## config.mk

```make
export PLATFORM = sky130hd
export DESIGN_NAME = v_state_sched
export DESIGN_NICKNAME = d
export VERILOG_FILES = /design/src/rtl/v_state_sched.sv
export SDC_FILE = /design/constraint.sdc
export NUM_CORES = 1
export LEC_CHECK = 0
export BUFFER_PORTS_ARGS = -buffer_cell sky130_fd_sc_hd__buf_2
export CORE_MARGIN = 5
export CORE_UTILIZATION = 61
export CTS_CLUSTER_SIZE = 30
export DETAILED_ROUTE_END_ITERATION = 12
export PLACE_DENSITY_LB_ADDON = 0.25
export SYNTH_ARGS = -nofsm -noshare
export SYNTH_HDL_FRONTEND = slang
export SYNTH_SLANG_ARGS = --single-unit
```

## constraint.sdc

```tcl
create_clock -name clk -period 9.1 [get_ports clk]
set_input_delay 0.91 -clock clk [delete_from_list [all_inputs] [get_ports clk]]
set_output_delay 0.91 -clock clk [all_outputs]
set_load 0.005 [all_outputs]
```

## src/rtl/v_state_sched.sv

```systemverilog
// State scheduler: arbitrates two read pipes and a buffered write stream onto one
// single-port state RAM, forwarding buffered writes to reads so ordering is preserved.

package v_pkg;
  typedef logic [7:0]  addr_t;
  typedef logic [15:0] state_t;
endpackage

module v_state_sched #(
  parameter int WBUF_DEPTH = 4
) (
  input  logic                            clk,
  input  logic                            rst_n,
  input  logic                            i_wr_en,
  input  v_pkg::addr_t                    i_wr_addr,
  input  v_pkg::state_t                   i_wr_data,
  input  logic                            i_upd_ren,
  input  v_pkg::addr_t                    i_upd_raddr,
  output logic                            o_upd_rgnt,
  output logic                            o_upd_rvld_r,
  output v_pkg::state_t                   o_upd_rdata_r,
  input  logic                            i_qry_ren,
  input  v_pkg::addr_t                    i_qry_raddr,
  output logic                            o_qry_rgnt,
  output logic                            o_qry_rvld_r,
  output v_pkg::state_t                   o_qry_rdata_r,
  output logic                            o_ram_en,
  output logic                            o_ram_wen,
  output v_pkg::addr_t                    o_ram_addr,
  output v_pkg::state_t                   o_ram_wdata,
  input  v_pkg::state_t                   i_ram_rdata,
  output logic [$clog2(WBUF_DEPTH+1)-1:0] o_wbuf_cnt_r
);
  import v_pkg::*;

  localparam int CW = $clog2(WBUF_DEPTH + 1);
  localparam int PW = $clog2(WBUF_DEPTH);

  logic [PW-1:0] head_q, head_d, tail_q, tail_d;
  logic [CW-1:0] cnt_q, cnt_d;
  logic          rr_qry_q, rr_qry_d;
  logic          upd_rvld_q, upd_rvld_d;
  logic          qry_rvld_q, qry_rvld_d;
  logic          fwd_hit_q, fwd_hit_d;
  state_t        fwd_data_q, fwd_data_d;
  addr_t         wbuf_addr_q [WBUF_DEPTH];
  state_t        wbuf_data_q [WBUF_DEPTH];

  logic          forced, rd_allow, gnt_upd, gnt_qry, drain, push;
  addr_t         rd_addr;
  logic [PW-1:0] scan_idx;

  function automatic logic [PW-1:0] ptr_inc(input logic [PW-1:0] p);
    return (p == PW'(WBUF_DEPTH - 1)) ? '0 : p + 1'b1;
  endfunction

  // Nothing is granted or pushed while reset is held, so the RAM stays idle then.
  always_comb begin
    forced   = rst_n && (cnt_q >= CW'(WBUF_DEPTH - 1));
    rd_allow = rst_n && !forced;
    gnt_upd  = rd_allow && i_upd_ren && (!i_qry_ren || !rr_qry_q);
    gnt_qry  = rd_allow && i_qry_ren && (!i_upd_ren || rr_qry_q);
    drain    = forced || (rd_allow && !i_upd_ren && !i_qry_ren && (cnt_q != '0));
    push     = rst_n && i_wr_en;
    rd_addr  = gnt_qry ? i_qry_raddr : i_upd_raddr;
  end

  // NOTE: every variable assigned in always_comb gets a default first so no latch is inferred.
  always_comb begin
    head_d     = head_q;
    tail_d     = tail_q;
    cnt_d      = cnt_q;
    rr_qry_d   = rr_qry_q;
    upd_rvld_d = gnt_upd;
    qry_rvld_d = gnt_qry;
    if (push)  tail_d = ptr_inc(tail_q);
    if (drain) head_d = ptr_inc(head_q);
    case ({push, drain})
      2'b10:   cnt_d = cnt_q + 1'b1;
      2'b01:   cnt_d = cnt_q - 1'b1;
      default: cnt_d = cnt_q;
    endcase
    if (gnt_upd)      rr_qry_d = 1'b1;
    else if (gnt_qry) rr_qry_d = 1'b0;
  end

  // Scan oldest to newest so the last hit (then the same-cycle write) wins.
  always_comb begin
    fwd_hit_d  = 1'b0;
    fwd_data_d = '0;
    scan_idx   = head_q;
    for (int i = 0; i < WBUF_DEPTH; i++) begin
      if ((CW'(i) < cnt_q) && (wbuf_addr_q[scan_idx] == rd_addr)) begin
        fwd_hit_d  = 1'b1;
        fwd_data_d = wbuf_data_q[scan_idx];
      end
      scan_idx = ptr_inc(scan_idx);
    end
    if (push && (i_wr_addr == rd_addr)) begin
      fwd_hit_d  = 1'b1;
      fwd_data_d = i_wr_data;
    end
    if (!(gnt_upd || gnt_qry)) fwd_hit_d = 1'b0;
  end

  always_comb begin
    o_ram_en    = gnt_upd || gnt_qry || drain;
    o_ram_wen   = drain;
    o_ram_addr  = '0;
    o_ram_wdata = '0;
    if (drain) begin
      o_ram_addr  = wbuf_addr_q[head_q];
      o_ram_wdata = wbuf_data_q[head_q];
    end else if (gnt_upd || gnt_qry) begin
      o_ram_addr  = rd_addr;
    end
  end

  // NOTE: sequential state uses non-blocking assignments so every flop samples pre-edge values.
  always_ff @(posedge clk or negedge rst_n) begin
    if (!rst_n) begin
      head_q     <= '0;
      tail_q     <= '0;
      cnt_q      <= '0;
      rr_qry_q   <= 1'b0;
      upd_rvld_q <= 1'b0;
      qry_rvld_q <= 1'b0;
    end else begin
      head_q     <= head_d;
      tail_q     <= tail_d;
      cnt_q      <= cnt_d;
      rr_qry_q   <= rr_qry_d;
      upd_rvld_q <= upd_rvld_d;
      qry_rvld_q <= qry_rvld_d;
    end
  end

  // NOTE: buffer storage and forward data are not reset; occupancy and valid flags qualify them.
  always_ff @(posedge clk) begin
    if (push) begin
      wbuf_addr_q[tail_q] <= i_wr_addr;
      wbuf_data_q[tail_q] <= i_wr_data;
    end
    fwd_hit_q  <= fwd_hit_d;
    fwd_data_q <= fwd_data_d;
  end

  assign o_upd_rgnt    = gnt_upd;
  assign o_qry_rgnt    = gnt_qry;
  assign o_upd_rvld_r  = upd_rvld_q;
  assign o_qry_rvld_r  = qry_rvld_q;
  assign o_upd_rdata_r = fwd_hit_q ? fwd_data_q : i_ram_rdata;
  assign o_qry_rdata_r = fwd_hit_q ? fwd_data_q : i_ram_rdata;
  assign o_wbuf_cnt_r  = cnt_q;

  // Forced drain at DEPTH-1 guarantees a free slot for the unconditional push.
  a_no_overflow: assert property (@(posedge clk) disable iff (!rst_n) cnt_q < CW'(WBUF_DEPTH));

endmodule

```

==> summary.md <==
| Metric | Value |
|---|---|
| Status | completed |
| Max VDD drop | 222 µV |
| DRC | 0 |
| CP Class | flop to flop |
| Critical Path RT | 9.36 ns |
| Fmax | 207 MHz |
| Clk sinks | 123 |
| Area leader, netlist | edfxtp_1 |
| Clk_lat worst skew | 0.43 ns |
| Vias/cell | 6.86 |
| CTS Hold Bufs | 0 |
| RSZ-0062 raised after global routing | no |
| Vias in the first global route | 6462 |
| Post-Route Utilization | 0.695 |
| Clock Pin Slew Worst Setup and Hold Paths | 0.05 ns |
| Critical path capture point type | flop |
| Final TNS setup | 0 ns |
| Slew margin rel. | 0.244 |
| Max-cap check violation count | 0 |
| Yosys reg bits | 123 |
| Worst path bufs/invs | 0 |
| I/O pin total | 126 |
| Diodes inserted | 0 |
| Layout cells sized above 1 | 0.350 |
| Core area | 13800 µm² |
| Cell with the most instances after synthesis | edfxtp_1 |
| M2 GR Usage | 0.453 |
| # resized after CTS | 0 |
| Inst Count DP | 927 |
| GR peak layer | met2 |
| Hold Violations, Final | 0 |
| Initial Util | 0.615 |
| Worst reg2reg setup slack | 4.27 ns |
| H-tree Lvls | 4 |
| Synthesis-to-layout area growth | 12.9% |
| Number of enable flip-flop cells after synthesis | 96 |
| DIE AREA | 16400 µm² |
| DR WL/cell | 23.8 µm |
| Tightest Pin Transition | 1.13 ns |
| Post-synthesis net count | 756 |
| Min Clock Period, post-route | 4.83 ns |
| TritonRoute pass-1 iters | 6 |
| Cell Rows | 43 |
| Global Route Usage Sum | 0.282 |
| Critical Path AT | 5.09 ns |
| RR Endpoint | fwd_data_q[1]$_DFF_P_ |
| Placer Congestion | 0.924 |
| Ys flop type | edfxtp_1 |
| Total setup buffers inserted after CTS | 0 |
| Cell Area, Synth | 8480 µm² |
| Clock skew | 0.00464 ns |
| Placed instance area | 8960 µm² |
| Met1 Usage GRT | 0.371 |
| Register area share after synthesis | 0.410 |
| Via count | 6576 |
| Slowest stage delay, CP | 0.99 ns |
| Crit start category | flop |
| Top delay family on crit path | simple AND/OR/NAND/NOR gates |
| Antenna violations before repair | 0 |
| Hold WC Path Type | primary input to asynchronous set/reset pin |
| Synth Instances | 685 |
| Worst setup margin | 4.27 ns |
| CTS Buf Count | 17 |
| Detail Placement HPWL | 14.6 mm |
| CP max stage cell | or3_1 |
| Port bufs | 125 |
| Pwr per Cell Area | 335 nW/µm² |
| Final setup fails | 0 |
| Bufs on Longest Clock Path | 2 |
| ANT nets after route | 0 |
| Chip Width | 128 µm |
| FF-to-FF Start | head_q[0]$_DFFE_PN0P_ |
| Synth top area cells | edfxtp_1, mux4_2, mux2i_1 |
| Fin. max-slew vios | 0 |
| CP Cell Sequence | ha_4 -> mux2_2 -> o21ai_0 -> xnor2_1 -> nand3_1 -> or3_1 -> a221oi_1 -> o221ai_1 |
| Design area | 9570 µm² |
| Synth unique cells | 59 |
| WL final | 22.9 mm |
| Die Y | 128 µm |
| Place WS | 4.20 ns |
| GR Overflow Total | 0 |
| Post-Layout Cell Count | 959 |
| First-pass GRT wire length | 35.3 mm |
| Final period util | 0.531 |
| Syn. warnings | 0 |
| Hold WS | 0.382 ns |
| LEAKAGE | 3.62 nW |
| Top cells by count, synth | edfxtp_1, nand2_1, mux4_2, a211oi_1, mux2i_1 |
| Final #Nets | 837 |
| Post-Syn Area per Cell | 12.4 µm² |
| CTS tree | done |
| Root Driver | clkbuf_16 |
| M3 GR Usage | 0.0704 |
| Tot Pwr | 3.21 mW |
| Reg2Reg Depth | 8 |
| Post-synth top area share | 0.340 |
| Fraction of registers with async set or reset after synthesis | 0.0813 |
| Largest fanout on the critical path | 47 |
| Largest net degree at the start of global routing | 76 |
| Initial detailed-routing violation count | 734 |
## cells in the final DEF, fill, tap and decap left out, types with 7 or more instances in the layout
cell       count
buf_2        125
edfxtp_1      96
nand2_1       50
mux4_2        49
a211oi_1      45
mux2i_1       41
inv_1         31
mux2_2        25
xnor2_1       23
xor2_1        20
clkbuf_16     17
dfxtp_1       17
o21ai_0       16
a21oi_1       16
and2_1        16
o211ai_1      16
nor2b_1       15
nor4b_1       15
o221ai_1      14
nand4_1        9
a221oi_2       9
ha_1           9
dfrtp_1        9
buf_4          9
nor2_1         7
a221oi_1       7
## where the power goes
| group | switching (mW) | total [mW] | internal (mW) |
|---|---|---|---|
| Combinational | 0.978 | 1.73 | 0.750 |
| Clock | 0.239 | 0.708 | 0.469 |
| Sequential | 0.0941 | 0.771 | 0.677 |
| Total | 1.31 | 3.21 | 1.90 |
## cells by family (layout without fill, tap and decap cells)
kind of cell / Yosys count / after routing / synth area share
DFF: 123 / 123 / 0.410
AOI/OAI and AO/OA: 142 / 142 / 0.134
adders and majority gates: 10 / 10 / 0.0148
and+or+nand+nor: 140 / 140 / 0.0952
buffers and inverters: 103 / 197 / 0.0688
muxes: 124 / 124 / 0.233
xor gates and xnor gates: 43 / 43 / 0.0444
## worst max path at each step
stage / from / end / slack [ns] / cells past startpoint
3_5_place_dp: rst_n / fwd_data_q[6]$_DFF_P_ / 4.20 / 9
4_1_cts: head_q[0]$_DFFE_PN0P_ / fwd_data_q[6]$_DFF_P_ / 4.31 / 8
6_report: head_q[0]$_DFFE_PN0P_ / fwd_data_q[1]$_DFF_P_ / 4.27 / 8
3_3_place_gp: rst_n / fwd_data_q[6]$_DFF_P_ / 4.33 / 9
5_1_grt: head_q[0]$_DFFE_PN0P_ / fwd_data_q[2]$_DFF_P_ / 4.03 / 9
2_1_floorplan: i_upd_ren / fwd_data_q[11]$_DFF_P_ / 5.91 / 12
## sequential cells by signal (all words and copies together) (netlist names)
| name | cells |
|---|---|
| head_q | 2 |
| o_wbuf_cnt_r | 3 |
| tail_q | 2 |
| fwd_data_q | 16 |
| wbuf_addr_q | 32 |
| o_upd_rvld_r | 1 |
| wbuf_data_q | 64 |
| fwd_hit_q | 1 |
| rr_qry_q | 1 |
| o_qry_rvld_r | 1 |
## final cells by class
cell class,instances,area [µm²]
Tap cell,180,225
Clock buffer,23,468
Multi-Input combinational cell,459,4450
Sequential cell,123,3480
Fill cell,995,4200
Clock inverter,9,143
Inverter,31,116
Timing Repair Buffer,134,693
## routing by layer
layer / routed length [µm] / share of wire
met5: 0 / 0
met4: 506 / 0.022
met3: 2300 / 0.10
met2: 11000 / 0.48
met1: 9040 / 0.40
## worst reg2reg max path, cell delays in order, from the launching register on
cell	delay [ns]
dfrtp_4	0.70
ha_4	0.76
mux2_2	0.43
o21ai_0	0.29
xnor2_1	0.18
nand3_1	0.70
or3_1	0.99
a221oi_1	0.45
o221ai_1	0.18
No activity file was read; power rests on OpenSTA's default activity.
